### config.mk
export PLATFORM = sky130hd
export DESIGN_NAME = uart_tx_fifo_flat
export DESIGN_NICKNAME = d
export VERILOG_FILES = /design/src/rtl/uart_pkg.sv /design/src/rtl/uart_tx_fifo_if.sv /design/src/rtl/tx_fifo_mem.sv /design/src/rtl/uart_tx_fifo.sv /design/src/flat_wrapper.sv
export SDC_FILE = /design/constraint.sdc
export NUM_CORES = 1
export LEC_CHECK = 0
export ABC_CLOCK_PERIOD_IN_PS = 4100
export CORE_MARGIN = 8
export CORE_UTILIZATION = 40
export DETAILED_ROUTE_END_ITERATION = 6
export GPL_ROUTABILITY_DRIVEN = 0
export PLACE_DENSITY = 0.56
export SYNTH_ARGS = -nofsm -noshare
export SYNTH_HDL_FRONTEND = slang
export SYNTH_HIERARCHICAL = 1
export SYNTH_SLANG_ARGS = --single-unit
### constraint.sdc
create_clock -name clk -period 4.1 [get_ports clk]
set_input_delay 1.23 -clock clk [delete_from_list [all_inputs] [get_ports clk]]
set_output_delay 1.23 -clock clk [all_outputs]
set_load 0.1 [all_outputs]
### src/rtl/uart_pkg.sv
// Shared defaults and FSM encoding for the UART transmit FIFO block.
package uart_pkg;

  localparam int NB_DATA_DEFAULT = 8;
  localparam int NB_ADDR_DEFAULT = 4;

  typedef enum logic {
    ST_IDLE      = 1'b0,
    ST_WAIT_DONE = 1'b1
  } state_t;

endpackage

### src/rtl/uart_tx_fifo_if.sv
// Handshake bundle between the result producer / serializer side and uart_tx_fifo.
interface uart_tx_fifo_if
  import uart_pkg::*;
#(
  parameter int NB_DATA = NB_DATA_DEFAULT,
  parameter int NB_ADDR = NB_ADDR_DEFAULT
);

  logic               i_wr;
  logic [NB_DATA-1:0] i_data;
  logic               i_txDone;
  logic               o_tx_start;
  logic [NB_DATA-1:0] o_data;
  logic               o_full;
  logic               o_empty;
  logic [NB_ADDR:0]   o_count;
  logic               o_overflow;

  modport master (
    output i_wr, i_data, i_txDone,
    input  o_tx_start, o_data, o_full, o_empty, o_count, o_overflow
  );

  modport slave (
    input  i_wr, i_data, i_txDone,
    output o_tx_start, o_data, o_full, o_empty, o_count, o_overflow
  );

endinterface

### src/rtl/tx_fifo_mem.sv
// Register array for the transmit FIFO: synchronous write port, asynchronous read.
module tx_fifo_mem
  import uart_pkg::*;
#(
  parameter int NB_DATA = NB_DATA_DEFAULT,
  parameter int NB_ADDR = NB_ADDR_DEFAULT
) (
  input  logic               clk,
  input  logic               we,
  input  logic [NB_ADDR-1:0] wr_addr,
  input  logic [NB_DATA-1:0] wdata,
  input  logic [NB_ADDR-1:0] rd_addr,
  output logic [NB_DATA-1:0] rdata
);

  logic [NB_DATA-1:0] mem [2**NB_ADDR];

  always_ff @(posedge clk) begin
    if (we) mem[wr_addr] <= wdata;
  end

  assign rdata = mem[rd_addr];

endmodule

### src/rtl/uart_tx_fifo.sv
// Byte FIFO that dispatches one start pulse per byte to uart_tx and waits for its done pulse.
// Optional sticky overflow flag: define UART_TX_FIFO_OVF_FLAG_EN.
module uart_tx_fifo
  import uart_pkg::*;
#(
  parameter int NB_DATA = NB_DATA_DEFAULT,
  parameter int NB_ADDR = NB_ADDR_DEFAULT
) (
  input  logic           clk,
  input  logic           i_rst_n,
  uart_tx_fifo_if.slave  bus
);

  localparam logic [NB_ADDR:0] DEPTH = {1'b1, {NB_ADDR{1'b0}}};

  logic [NB_ADDR-1:0] wr_ptr;
  logic [NB_ADDR-1:0] rd_ptr;
  logic [NB_ADDR:0]   count;
  logic [NB_DATA-1:0] head;
  logic [NB_DATA-1:0] data_q;
  logic [NB_DATA-1:0] data_nxt;
  logic               start_q;
  logic               start_nxt;
  logic               full;
  logic               push;
  logic               pop;
  state_t             state;
  state_t             state_nxt;

  // Full uses the pre-edge count, so a write that coincides with a pop from a full FIFO is still dropped.
  assign full = (count == DEPTH);
  assign push = bus.i_wr & ~full;
  assign pop  = (state == ST_WAIT_DONE) & bus.i_txDone;

  tx_fifo_mem #(
    .NB_DATA (NB_DATA),
    .NB_ADDR (NB_ADDR)
  ) u_mem (
    .clk     (clk),
    .we      (push),
    .wr_addr (wr_ptr),
    .wdata   (bus.i_data),
    .rd_addr (rd_ptr),
    .rdata   (head)
  );

  always_ff @(posedge clk or negedge i_rst_n) begin
    if (!i_rst_n) begin
      wr_ptr <= '0;
      rd_ptr <= '0;
      count  <= '0;
    end else begin
      if (push) wr_ptr <= wr_ptr + 1'b1;
      if (pop)  rd_ptr <= rd_ptr + 1'b1;
      case ({push, pop})
        2'b10:   count <= count + 1'b1;
        2'b01:   count <= count - 1'b1;
        default: count <= count;
      endcase
    end
  end

  // The head byte is only popped on its done pulse, so count includes the byte in flight.
  always_comb begin
    state_nxt = state;
    start_nxt = 1'b0;
    data_nxt  = data_q;
    case (state)
      ST_IDLE: begin
        if (count != '0) begin
          data_nxt  = head;
          start_nxt = 1'b1;
          state_nxt = ST_WAIT_DONE;
        end
      end
      ST_WAIT_DONE: begin
        if (bus.i_txDone) state_nxt = ST_IDLE;
      end
      default: state_nxt = ST_IDLE;
    endcase
  end

  always_ff @(posedge clk or negedge i_rst_n) begin
    if (!i_rst_n) begin
      state   <= ST_IDLE;
      start_q <= 1'b0;
      data_q  <= '0;
    end else begin
      state   <= state_nxt;
      start_q <= start_nxt;
      data_q  <= data_nxt;
    end
  end

`ifdef UART_TX_FIFO_OVF_FLAG_EN
  logic ovf_q;

  always_ff @(posedge clk or negedge i_rst_n) begin
    if (!i_rst_n)                ovf_q <= 1'b0;
    else if (bus.i_wr && full)   ovf_q <= 1'b1;
  end

  assign bus.o_overflow = ovf_q;
`else
  assign bus.o_overflow = 1'b0;
`endif

  assign bus.o_tx_start = start_q;
  assign bus.o_data     = data_q;
  assign bus.o_count    = count;
  assign bus.o_full     = full;
  assign bus.o_empty    = (count == '0);

endmodule

### src/flat_wrapper.sv
// flat-port wrapper written by rule: the top's interface ports become plain ports
module uart_tx_fifo_flat import uart_pkg::*;
#(
  parameter int NB_DATA = NB_DATA_DEFAULT,
  parameter int NB_ADDR = NB_ADDR_DEFAULT
)
  (clk, i_rst_n, bus_i_wr, bus_i_data, bus_i_txDone, bus_o_tx_start, bus_o_data, bus_o_full, bus_o_empty, bus_o_count, bus_o_overflow);
  uart_tx_fifo_if #(.NB_DATA(NB_DATA), .NB_ADDR(NB_ADDR)) bus_i ();
  input  logic clk;
  input  logic i_rst_n;
  input wire logic [$bits(bus_i.i_wr)-1:0] bus_i_wr;
  input wire logic [$bits(bus_i.i_data)-1:0] bus_i_data;
  input wire logic [$bits(bus_i.i_txDone)-1:0] bus_i_txDone;
  output wire logic [$bits(bus_i.o_tx_start)-1:0] bus_o_tx_start;
  output wire logic [$bits(bus_i.o_data)-1:0] bus_o_data;
  output wire logic [$bits(bus_i.o_full)-1:0] bus_o_full;
  output wire logic [$bits(bus_i.o_empty)-1:0] bus_o_empty;
  output wire logic [$bits(bus_i.o_count)-1:0] bus_o_count;
  output wire logic [$bits(bus_i.o_overflow)-1:0] bus_o_overflow;
  assign bus_i.i_wr = bus_i_wr;
  assign bus_i.i_data = bus_i_data;
  assign bus_i.i_txDone = bus_i_txDone;
  assign bus_o_tx_start = bus_i.o_tx_start;
  assign bus_o_data = bus_i.o_data;
  assign bus_o_full = bus_i.o_full;
  assign bus_o_empty = bus_i.o_empty;
  assign bus_o_count = bus_i.o_count;
  assign bus_o_overflow = bus_i.o_overflow;
  uart_tx_fifo #(.NB_DATA(NB_DATA), .NB_ADDR(NB_ADDR)) u_core (.clk(clk), .i_rst_n(i_rst_n), .bus(bus_i));
endmodule
==> results of run 1 <==
cell type report:
cell class	instances	area (µm²)	area share [%]
Inverter	5	18.77	0.2580
Multi-Input combinational cell	144	1587	21.81
Timing Repair Buffer	46	395.4	5.435
Tap cell	188	235.2	3.234
Sequential cell	151	4422	60.78
Clock inverter	15	191.4	2.632
Clock buffer	17	425.4	5.848
state kept, by name, indices dropped and copies added, names as in the netlist:
signal / cells
u_core/bus.o_count: 5
u_core/bus.o_data: 8
u_core/bus.o_tx_start: 1
u_core/rd_ptr: 4
u_core/state: 1
u_core/u_mem/mem: 128
u_core/wr_ptr: 4
cells in the final DEF (no fill, tap or decap), types with 2 or more instances in the layout:
cell and count:
bufinv_16 3, dfrtp_1 21, and2_1 2, nor3_1 4, nor3b_1 5, buf_4 26, ha_1 6, edfxtp_1 128
nand3b_1 2, clkinv_4 4, o21ai_0 2, xor2_1 4, nand4_1 2, nand3_1 4, clkdlybuf4s50_1 20, mux4_2 18
xnor2_1 4, clkbuf_16 17, nand2_1 12, inv_6 4, dfrtp_2 2, nor2_1 13, mux2_2 12, a22oi_1 16
mux4_1 14, clkinvlp_4 2, inv_1 5, nand2b_1 2, a21oi_1 7, and2_2 2
routing by layer:
layer  vias up  GRT usage, %  wire, µm
li1       1384             -         -
met4         0         5.829        97
met2        56         18.89      5352
met5         -             0         0
met1      1540         17.37      5710
met3         6         3.146       403
through the flow:
stage	util (%)	setup WS, ns
after floorplan	-	0.7662
after global placement	44.12	0.3743
after detailed placement	44.12	0.2728
after CTS	48.21	0.7317
after global routing	48.21	0.6106
final	48.21	0.7202
kinds of logic (layout without fill, tap and decap cells):
logic type,count (synthesis),count (layout)
adders and majority gates,7,7
muxes,44,44
buffers and inverters,18,83
xor gates and xnor gates,8,8
AOI/OAI and AO/OA,30,30
other,1,1
and+or+nand+nor,54,54
DFF,151,151
power breakdown:
group | leakage (nW) | internal [mW] | switching [mW]
Clock | 0.297 | 0.971 | 0.631
Sequential | 1.43 | 1.92 | 0.276
Combinational | 0.795 | 0.713 | 1.15
worst min path at each step:
stage	to	slack, ns	cells after the start
after floorplan	u_core/rd_ptr[3]	0.49	1
after global placement	u_core/bus.o_data[4]	0.49	1
after detailed placement	u_core/bus.o_data[0]	0.50	1
after CTS	u_core/bus.o_data[0]	0.51	1
after global routing	u_core/bus.o_data[2]	0.53	1
final	u_core/bus.o_data[0]	0.51	1
==> flow_metrics.env, run 1 <==
export IMPL_status="finished, final reports clean"
export IMPL_core_area_um2=15090
export IMPL_cp_common_cell="ha_1"
export IMPL_ys_seq_area_share_pct=72.14
export IMPL_muxShareOfSynthArea_pct=14.83
export IMPL_cts_tree="done"
export IMPL_worstPathMaxFanout=10
export IMPL_drtIter0Drc=272
export IMPL_maxCapViolCount=0
export IMPL_worstRegToRegCells=8
export IMPL_htreeDepth=4
export IMPL_rsz0062_at_grt="no"
export IMPL_fin_crit_sh_pct=82.43
export IMPL_setup_viol=0
export IMPL_via_per_inst=5.276
export IMPL_ys_ff_latch=151
export IMPL_numCtsBuffers=17
export IMPL_slowest_delay_ns=0.67
export IMPL_stdcell_area_um2=7274
export IMPL_grt_pass1_vias=3113
export IMPL_rows=45
export IMPL_synth_edff_count=128
export IMPL_crit_buf_inv=2
export IMPL_placed_cells=534
export IMPL_diodes=0
export IMPL_vias=2986
export IMPL_max_slew_margin_pct=29.89
export IMPL_synthFlopType="edfxtp_1"
export IMPL_grt_max_degree=36
export IMPL_timing_rr_end="u_core/bus.o_count[4]"
export IMPL_hold_viol=0
export IMPL_first_pass_iters=4
export IMPL_cts_sinks=151
export IMPL_synth_distinct_cells=41
export IMPL_wl_per_cell_um=20.43
export IMPL_insertion_delay_ns=0.42
export IMPL_endpoint_kind="flop"
export IMPL_fin_hold_ws_ns=0.5063
export IMPL_synthCells=313
export IMPL_total_power_mw=5.659
export IMPL_nNetsFinal=384
export IMPL_hold_class="flop to flop"
export IMPL_p_leak_nw=2.521
export IMPL_worstPathArrival_ns=3.67
export IMPL_synth_top_cell_by_area="edfxtp_1"
export IMPL_synth_compound_area_share_pct=3.411
export IMPL_period_needed_ns=3.380
export IMPL_clockRootBuffer="clkbuf_16"
export IMPL_synthSimpleGateAreaFrac_pct=4.902
export IMPL_r2r_start="u_core/bus.o_count[0]"
export IMPL_hp_start="u_core/bus.o_data[0]"
export IMPL_cp_start_kind="primary input"
export IMPL_grt_total_usage_pct=12.74
export IMPL_ir_drop_mv=0.3708
export IMPL_ant_nets=0
export IMPL_io_buffers=27
export IMPL_ios=29
export IMPL_crit_start="bus_i_wr"
export IMPL_fmax_ghz=0.2959
export IMPL_cts_resized=0
export IMPL_synth_common_cells="edfxtp_1 (128), dfrtp_1 (23), mux4_2 (18), a22oi_1 (16), mux4_1 (14)"
export IMPL_synth_top_cell_area_share_pct=62.75
export IMPL_clk_pin_slew_ns=0.06
export IMPL_grt_pass1_wl_um=18510
export IMPL_post_cts_buffers=0
export IMPL_clockBufferDepth=2
export IMPL_syn_cell_area_um2=6126
export IMPL_antenna_found_initial=0
export IMPL_num_fill_cells=1259
export IMPL_synth_most_common_cell="edfxtp_1"
export IMPL_cp_slowest_cell="or4b_2"
export IMPL_setup_tns_ns=0
export IMPL_finalClockSkew_ns=0.01092
export IMPL_r2r_slack_ns=1.14
export IMPL_required_ns=4.39
export IMPL_final_cells=566
export IMPL_power_density_nw_per_um2=777.9
export IMPL_endpoint="u_core/bus.o_count[4]"
export IMPL_drive_above_1_share_pct=25.40
export IMPL_synth_top_family_by_area="multiplexers"
export IMPL_crit_family="adder cells"
export IMPL_die_height_um=139.8
export IMPL_async_flop_share_pct=15.23
export IMPL_area_growth_pct=18.75
export IMPL_dp_hpwl_um=7433
export IMPL_ys_warn_count=6
export IMPL_ctsHoldBuffers=0
export IMPL_placed_area_um2=6658
export IMPL_syn_nets=332
export IMPL_synthTopCellsByArea="edfxtp_1 (63%), dfrtp_1 (9.4%), mux4_2 (6.6%)"
export IMPL_drcViolationCount=0
export IMPL_synth_xor_area_share_pct=1.144
export IMPL_crit_chain="clkdlybuf4s50_1 -> a21boi_1 -> inv_1 -> ha_1 -> ha_1 -> or4b_2 -> o311ai_0 -> o211ai_1"
export IMPL_avgSynthCellArea_um2=19.57
export IMPL_synthAdderAreaFrac_pct=1.552
export IMPL_maxSlewViolCount=0
export IMPL_die_area_um2=19530
export IMPL_worstSetupPathDepth=8
export IMPL_overflow=0
export IMPL_tightest_slew_ns=1.048
export IMPL_path_class="primary input to flop"
export IMPL_wl_um=11560
export IMPL_die_x_um=139.8
export IMPL_start_util_pct=40.60
No activity file was read; power rests on OpenSTA's default activity.
==> run 2: changes to the inputs <==
--- a/config.mk
+++ b/config.mk
@@ -5,12 +5,12 @@
 export SDC_FILE = /design/constraint.sdc
 export NUM_CORES = 1
 export LEC_CHECK = 0
-export ABC_CLOCK_PERIOD_IN_PS = 4100
+export ABC_CLOCK_PERIOD_IN_PS = 3100
 export CORE_MARGIN = 8
 export CORE_UTILIZATION = 40
 export DETAILED_ROUTE_END_ITERATION = 6
 export GPL_ROUTABILITY_DRIVEN = 0
-export PLACE_DENSITY = 0.56
+export PLACE_DENSITY = 0.58
 export SYNTH_ARGS = -nofsm -noshare
 export SYNTH_HDL_FRONTEND = slang
 export SYNTH_HIERARCHICAL = 1
==> constraint.sdc (replaced) <==
create_clock -name clk -period 3.1 [get_ports clk]
set_input_delay 0.93 -clock clk [delete_from_list [all_inputs] [get_ports clk]]
set_output_delay 0.93 -clock clk [all_outputs]
set_load 0.1 [all_outputs]
==> run 2 against run 1 <==
  * Via count grew 3.3%
  * Sequential cell count is the same
  * First-iteration DRC count down 36%
  * Core utilization up 0.34 points
  * Worst setup slack worse by 0.41 ns
  * Critical path type unchanged
  * Largest cell class unchanged
==> flow_metrics.env, run 2 (synthesis results as in run 1) <==
export IMPL_crit_family="buffers and inverters"
export IMPL_die_height_um=139.8
export IMPL_grt_total_usage_pct=13.18
export IMPL_drtIter0Drc=174
export IMPL_core_area_um2=15090
export IMPL_numCtsBuffers=17
export IMPL_period_needed_ns=2.790
export IMPL_worstPathMaxFanout=9
export IMPL_ios=29
export IMPL_vias=3086
export IMPL_cp_start_kind="primary input"
export IMPL_largest_reg_flops=128
export IMPL_clockRootBuffer="clkbuf_16"
export IMPL_overflow=0
export IMPL_required_ns=3.43
export IMPL_regMostFlops="u_core/u_mem/mem"
export IMPL_hold_viol=0
export IMPL_die_x_um=139.8
export IMPL_r2r_slack_ns=0.54
export IMPL_final_cells=576
export IMPL_rsz0062_at_grt="no"
export IMPL_start_util_pct=40.60
export IMPL_maxSlewViolCount=0
export IMPL_power_density_nw_per_um2=1016
export IMPL_placed_cells=545
export IMPL_grt_pass1_vias=3256
export IMPL_endpoint_kind="flop"
export IMPL_first_pass_iters=5
export IMPL_antenna_found_initial=0
export IMPL_fin_hold_ws_ns=0.5111
export IMPL_area_growth_pct=19.59
export IMPL_cts_resized=0
export IMPL_nNetsFinal=395
export IMPL_clk_pin_slew_ns=0.06
export IMPL_htreeDepth=4
export IMPL_fin_crit_sh_pct=90.01
export IMPL_via_per_inst=5.358
export IMPL_drive_above_1_share_pct=29.12
export IMPL_final_common_cell="edfxtp_1"
export IMPL_ctsHoldBuffers=0
export IMPL_drcViolationCount=0
export IMPL_fmax_ghz=0.3584
export IMPL_cts_tree="done"
export IMPL_wl_per_cell_um=20.87
export IMPL_utilization_pct=48.55
export IMPL_diodes=0
export IMPL_p_leak_nw=2.575
export IMPL_cts_sinks=151
export IMPL_finalClockSkew_ns=0.008636
export IMPL_worstPathArrival_ns=3.12
export IMPL_dp_hpwl_um=7532
export IMPL_insertion_delay_ns=0.41
export IMPL_clockBufferDepth=2
export IMPL_path_class="primary input to flop"
export IMPL_status="finished, final reports clean"
export IMPL_wl_um=12020
export IMPL_tightest_slew_ns=0.8409
export IMPL_cp_slowest_cell="clkdlybuf4s50_1"
export IMPL_io_buffers=27
export IMPL_rows=45
export IMPL_num_fill_cells=1262
export IMPL_ant_nets=0
export IMPL_final_cell_mix="edfxtp_1 (128), buf_4 (43), dfrtp_1 (18), mux4_2 (18), clkbuf_16 (17)"
export IMPL_crit_chain="clkdlybuf4s50_1 -> a21boi_1 -> inv_1 -> ha_1 -> buf_4 -> fa_1 -> a21oi_1 -> mux2_2 -> o211ai_1"
export IMPL_maxCapViolCount=0
export IMPL_grt_max_degree=36
export IMPL_hold_class="flop to flop"
export IMPL_max_slew_margin_pct=43.74
export IMPL_post_cts_buffers=0
export IMPL_slowest_delay_ns=0.47
export IMPL_die_area_um2=19530
export IMPL_crit_buf_inv=3
export IMPL_setup_viol=0
export IMPL_grt_pass1_wl_um=19130
export IMPL_ir_drop_mv=0.6577
## run 2: cell count changes in the layout (fill, tap and decap cells not counted), sizes merged
cell,delta
clkdlybuf4s50,-9
buf,+20
clkbuf,+1
clkinvlp,-1
clkinv,+4
inv,-5
## run 2: path summary, 6_finish.rpt
kind,start,to,cells after the start
setup / recovery,bus_i_wr,u_core/bus.o_count[4],9
hold / removal,u_core/bus.o_data[5],u_core/bus.o_data[5],1
setup reg to reg,u_core/bus.o_count[0],u_core/bus.o_count[4],8
hold reg to reg,u_core/bus.o_data[5],u_core/bus.o_data[5],1
max in group asynchronous,i_rst_n,u_core/bus.o_count[0],2
min in group asynchronous,i_rst_n,u_core/bus.o_data[1],2
## run 2: final cells by class
class	instances	area, µm²	area share, %
sequential	151	4425	60.41
inverter	5	18.77	0.2562
tap	188	235.2	3.211
clock inverter	13	137.6	1.879
timing repair buffer	57	493.0	6.729
clock buffer	18	429.2	5.858
multi-input combinational	144	1587	21.66
## run 2: metal layers
metal	track usage, %	vias to the layer above	wire length, µm
met3	3.659	8	832
met4	5.657	0	89
li1	-	1400	-
met5	0	-	0
met2	19.53	73	5698
met1	17.86	1605	5400
## run 2: metrics by stage
step	setup TNS (ns)	setup WS (ns)	total power, mW	cell area (µm²)
3_5_place_dp	-0.1435	-0.1107	5.530	6759
2_1_floorplan	0	0.03277	4.778	6131
6_report	0	0.3096	7.441	7326
4_1_cts	0	0.3263	7.533	7326
5_1_grt	0	0.1507	7.798	7326
3_3_place_gp	-0.08745	-0.08745	5.493	6759
## run 2: power breakdown
group	internal (mW)	total [mW]	switching, mW
registers	2.55	2.77	0.216
logic	0.997	2.68	1.69
clock network	1.24	1.99	0.750
total	4.79	7.44	2.65
